===== src/rtl/alu_result_buffer.sv =====
// alu_result_buffer: FWFT result FIFO behind the serial ALU.
// It re-presents single-cycle result pulses as a valid/ready stream.
// It issues credit so that results are not dropped under backpressure.
// It also keeps a sticky overflow flag and a wrapping accepted-result count for debug.
module alu_result_buffer #(
  parameter int unsigned DEPTH = 4,
  parameter int unsigned CNT_W = 16
) (
  input  logic                         clock,
  input  logic                         reset,
  input  logic                         issue_vld,
  input  logic                         issue_rdy,
  input  logic [7:0]                   res_dat,
  input  logic                         res_vld,
  output logic                         credit,
  output logic [7:0]                   out_dat,
  output logic                         out_vld,
  input  logic                         out_rdy,
  output logic [$clog2(DEPTH+1)-1:0]   level,
  output logic                         overflow,
  output logic [CNT_W-1:0]             result_count
);

  localparam int unsigned DAT_W = 8;
  localparam int unsigned PTR_W = (DEPTH > 1) ? $clog2(DEPTH) : 1;
  localparam int unsigned LVL_W = $clog2(DEPTH + 1);
  localparam int unsigned SUM_W = LVL_W + 1;

  logic [DAT_W-1:0] mem [DEPTH];
  logic [PTR_W-1:0] rd_ptr;
  logic [PTR_W-1:0] wr_ptr;
  logic [LVL_W-1:0] inflight;
  logic [LVL_W-1:0] inflight_nxt;
  logic [LVL_W-1:0] level_nxt;
  logic             issue_fire_c;
  logic             pop_c;
  logic             full_c;
  logic             wr_ok_c;
  logic             drop_c;

  // Handshake decode; a full FIFO still takes a write when the head leaves in the same cycle
  always_comb begin
    issue_fire_c = issue_vld && issue_rdy;
    pop_c        = out_vld && out_rdy;
    full_c       = (level == LVL_W'(DEPTH));
    wr_ok_c      = res_vld && (!full_c || pop_c);
    drop_c       = res_vld && full_c && !pop_c;
  end

  // Head presentation and credit, all derived from registered state only
  always_comb begin
    out_vld = (level != '0);
    out_dat = mem[rd_ptr];
    credit  = (SUM_W'(level) + SUM_W'(inflight)) < SUM_W'(DEPTH);
  end

  // Outstanding-issue tracker, saturating at both ends
  always_comb begin
    inflight_nxt = inflight;
    if (issue_fire_c && !res_vld && (inflight != LVL_W'(DEPTH))) begin
      inflight_nxt = inflight + LVL_W'(1);
    end else if (!issue_fire_c && res_vld && (inflight != '0)) begin
      inflight_nxt = inflight - LVL_W'(1);
    end
  end

  // Occupancy after this cycle's write and pop
  always_comb begin
    level_nxt = level;
    case ({wr_ok_c, pop_c})
      2'b10:   level_nxt = level + LVL_W'(1);
      2'b01:   level_nxt = level - LVL_W'(1);
      default: level_nxt = level;
    endcase
  end

  // Control state: pointers, occupancy, inflight, debug flags
  always_ff @(posedge clock) begin
    if (reset) begin
      rd_ptr       <= '0;
      wr_ptr       <= '0;
      level        <= '0;
      inflight     <= '0;
      overflow     <= 1'b0;
      result_count <= '0;
    end else begin
      level    <= level_nxt;
      inflight <= inflight_nxt;
      if (pop_c) begin
        rd_ptr <= rd_ptr + PTR_W'(1);
      end
      if (wr_ok_c) begin
        wr_ptr       <= wr_ptr + PTR_W'(1);
        result_count <= result_count + CNT_W'(1);
      end
      if (drop_c) begin
        overflow <= 1'b1;
      end
    end
  end

  // Data storage; no reset needed since out_dat is only meaningful while out_vld
  always_ff @(posedge clock) begin
    if (!reset && wr_ok_c) begin
      mem[wr_ptr] <= res_dat;
    end
  end

endmodule


===== config.mk =====
export PLATFORM = sky130hd
export DESIGN_NAME = alu_result_buffer
export DESIGN_NICKNAME = d
export VERILOG_FILES = /design/src/rtl/alu_result_buffer.sv
export SDC_FILE = /design/constraint.sdc
export NUM_CORES = 1
export LEC_CHECK = 0
export ABC_AREA = 1
export CAP_MARGIN = 20
export CORE_ASPECT_RATIO = 1.75
export CORE_MARGIN = 2
export CORE_UTILIZATION = 35
export DETAILED_ROUTE_END_ITERATION = 7
export GPL_TIMING_DRIVEN = 1
export HOLD_SLACK_MARGIN = 0.05
export PLACE_DENSITY_LB_ADDON = 0.25
export SETUP_SLACK_MARGIN = 0.4
export SLEW_MARGIN = 20
export SYNTH_ARGS = -nofsm -noshare
export SYNTH_HDL_FRONTEND = slang
export SYNTH_SLANG_ARGS = --single-unit

===== constraint.sdc =====
create_clock -name clock -period 3.5 [get_ports clock]
set_clock_uncertainty 0.05 [all_clocks]
set_input_delay 0.7 -clock clock [delete_from_list [all_inputs] [get_ports clock]]
set_output_delay 0.7 -clock clock [all_outputs]
set_load 0.005 [all_outputs]

==> metrics.txt <==
outcome=complete, no violations; cts bufs inserted=9; largest net degree at the start of global routing=23; Fillers=756; chip height=121 µm; met1 global-route usage=14.7%; Peak VDD IR=306 µV; Slew HR=49.7%; Hold/Removal Path Class=reg2reg; Finished Cell Area=about 3600 µm²; crit path capture=out_dat[7]; Multi-input gate area=1030 µm²; clock-pin slew on the worst setup and hold paths=approximately 0.050 ns; Rows=42; Reg2Reg Depth=6; Overflow after GRT=0; routed vias/inst=4.89; Max Clock Freq=~0.37 GHz; Yosys reg bits=around 60; fin crit share=76.4%; Final Util=a little under half; Syn. warnings=0; Crit. End Element=output pin; Clock Tree Buf Depth=2; Crit path depth=4; Final Slew Violations=0; Max-cap violations=0; Post-Syn Nets=between 300 and 400; Finished Layout Cells=429; first-pass GRT wire length=9580 µm; gpl congestion=0.757; width of the die=70.6 µm; Setup TNS=0 ns; CORE AREA=between 7000 and 8000 µm²; Final Hold Fails=0; Cell Area, Placed=roughly 3200 µm²; RR Endpoint=mem[3][3]; routed len/inst=between 10 and 15 µm; n_diodes=0; GRT Max-Usage Layer=met2; hold_sp=rd_ptr[1]; Die Area=roughly 8500 µm²; # setup viols final=0; Root Driver=clkbuf_16; Pre-antenna DRT Iters=4; Detailed Route Iter0 Violations=132; Mapped Area=2720 µm²; Max FO, Critical Path=16; CP Class=reg2out; CTS tree=built; drt drc=0; Initial Utilization=35.9%; startpoint types=register; reg2reg start=level[1]; vias in the first global route=2078; final wirelength=5790 µm; R2R Setup Slk=around 1.3 ns; hold_buf cts=0; Worst-Margin Slew=0.752 ns; post-route ant nets=0; Avg Inst Size Synth=9.56 µm²; critical path arrival=~1.9 ns; placed insts=roughly 410; CP delay by family, top=buffers and inverters; Cell variety after synth=33; PD cells=584 nW/µm²; min Tclk post-route=2.68 ns; I/O Pins=44; met3 usage=5.83%; dpl hpwl=about 4300 µm; initial antenna violation count=0; cell leakage power=1.36 nW; # nets final=359; layout cells sized above 1=10.9%; Gates resized, CTS repair=0; Area Growth Syn to Fin=30.9%; port bufs=43; Clock Latency Late Sink=about 0.32 ns; Clock Sink Count=between 60 and 70; all-layer global routing usage=about 15%; Reg area=roughly 1500 µm²; H-Tree Depth=3; postcts setup bufs=0; DR vias=between 2000 and 2500; WP buf/inv=2; Post-Synthesis Cells=284; register area share after synthesis=56.7%; critical path's largest stage delay=0.50 ns; RSZ-0062 raised after global routing=no; Worst path slowest cell=dfxtp_1; met2 usage=25.9%; CP Cell Sequence=inv_1, o21ai_0, o22ai_1, clkdlybuf4s50_1; Critical Path RT=roughly 2.8 ns
[sequential cells by signal, summed over array words and instances (netlist names), named ones only]
register	cells
mem	32
result_count	16
inflight	3
level	3
rd_ptr	2
wr_ptr	2
overflow	1
[synthesized netlist by cell type]
cell / count / area, µm²
nor2_1: 51 / 191
edfxtp_1: 32 / 961
nand2_1: 32 / 120
dfxtp_1: 29 / 581
inv_1: 28 / 105
o21ai_0: 24 / 120
a21oi_1: 17 / 85.1
nand3_1: 10 / 50.1
nor3_1: 8 / 40.0
o22ai_1: 8 / 50.1
ha_1: 7 / 87.6
nand2_2: 5 / 31.3
nor2_4: 4 / 45.0
buf_2: 3 / 15.0
o21ai_1: 3 / 15.0
fa_1: 2 / 40.0
inv_2: 2 / 7.51
nand4_1: 2 / 12.5
nor2_2: 2 / 12.5
nor4_1: 2 / 12.5
a31o_2: 1 / 8.76
a31oi_1: 1 / 6.26
buf_6: 1 / 11.3
clkbuf_2: 1 / 5.00
nand2_4: 1 / 11.3
nand3_2: 1 / 10.0
nand3b_4: 1 / 20.0
nor3_2: 1 / 10.0
nor3_4: 1 / 16.3
nor3b_1: 1 / 7.51
o21a_1: 1 / 7.51
o21bai_2: 1 / 11.3
xor2_1: 1 / 8.76
[worst min path at each step]
stage | endpoint | cells after the start | slack, ns
finish | rd_ptr[1] | 2 | 0.41
global route | register | 1 | 0.45
CTS | register | 2 | 0.42
detailed placement | overflow | 1 | 0.41
global placement | rd_ptr[1] | 2 | 0.40
floorplan | register | 2 | 0.39
[power breakdown]
| part | internal (mW) | switching, mW | total, mW |
|---|---|---|---|
| clock network | 0.618 | 0.292 | 0.911 |
| logic | 0.162 | 0.168 | 0.329 |
| registers | 0.795 | 0.0403 | 0.836 |
[stage by stage]
stage          power [mW]  hold WS (ns)  worst slack (ns)
2_1_floorplan        1.02         0.386              1.51
3_3_place_gp         1.17         0.400             0.664
3_5_place_dp         1.18         0.407             0.584
4_1_cts              2.10         0.418             0.776
5_1_grt              2.19         0.454             0.678
6_report             2.08         0.414             0.825
[worst min-delay path: cells and delay by family, from the launching register on]
family | cells | cell delay (ns)
AO/OA/AOI/OAI | 1 | 0.07
buffers and inverters | 1 | 0.06
flip-flops | 1 | 0.29
[cells in the final DEF, fill, tap and decap left out, drive strengths merged]
cell,instances
nor3b,1
clkdlybuf4s50,43
buf,3
nand2,38
o21ai,27
edfxtp,32
nor2,57
a31oi,1
clkbuf,11
o21a,1
o21bai,1
xor2,1
fa,2
a31o,1
nand3b,1
ha,7
nand4,2
clkinv,3
o22ai,8
bufinv,2
dfxtp,29
a21oi,17
inv,30
nor4,2
nor3,10
nand3,11
[final cells by class]
class                      instances  area share (%)
inverter                          30            3.17
timing repair buffer              46            12.7
sequential                        61            43.3
multi-input combinational        188            29.0
tap                               88            3.10
clock inverter                     5            2.11
clock buffer                      11            6.54
[per-layer routing]
metal	vias to the layer above	share of wire (%)
met3	12	5.3
met5	-	0
met1	957	39
li1	1064	-
met4	0	2.6
met2	63	53
[kinds of logic after synthesis]
family / after synthesis / synth area share (%)
buffers and inverters: 35 / 5.30
and+or+nand+nor: 122 / 21.7
adders and majority gates: 9 / 4.70
xor gates and xnor gates: 1 / 0.322
DFF: 61 / 56.7
AOI/OAI and AO/OA: 56 / 11.2
Power figures use the tool's default switching activity.
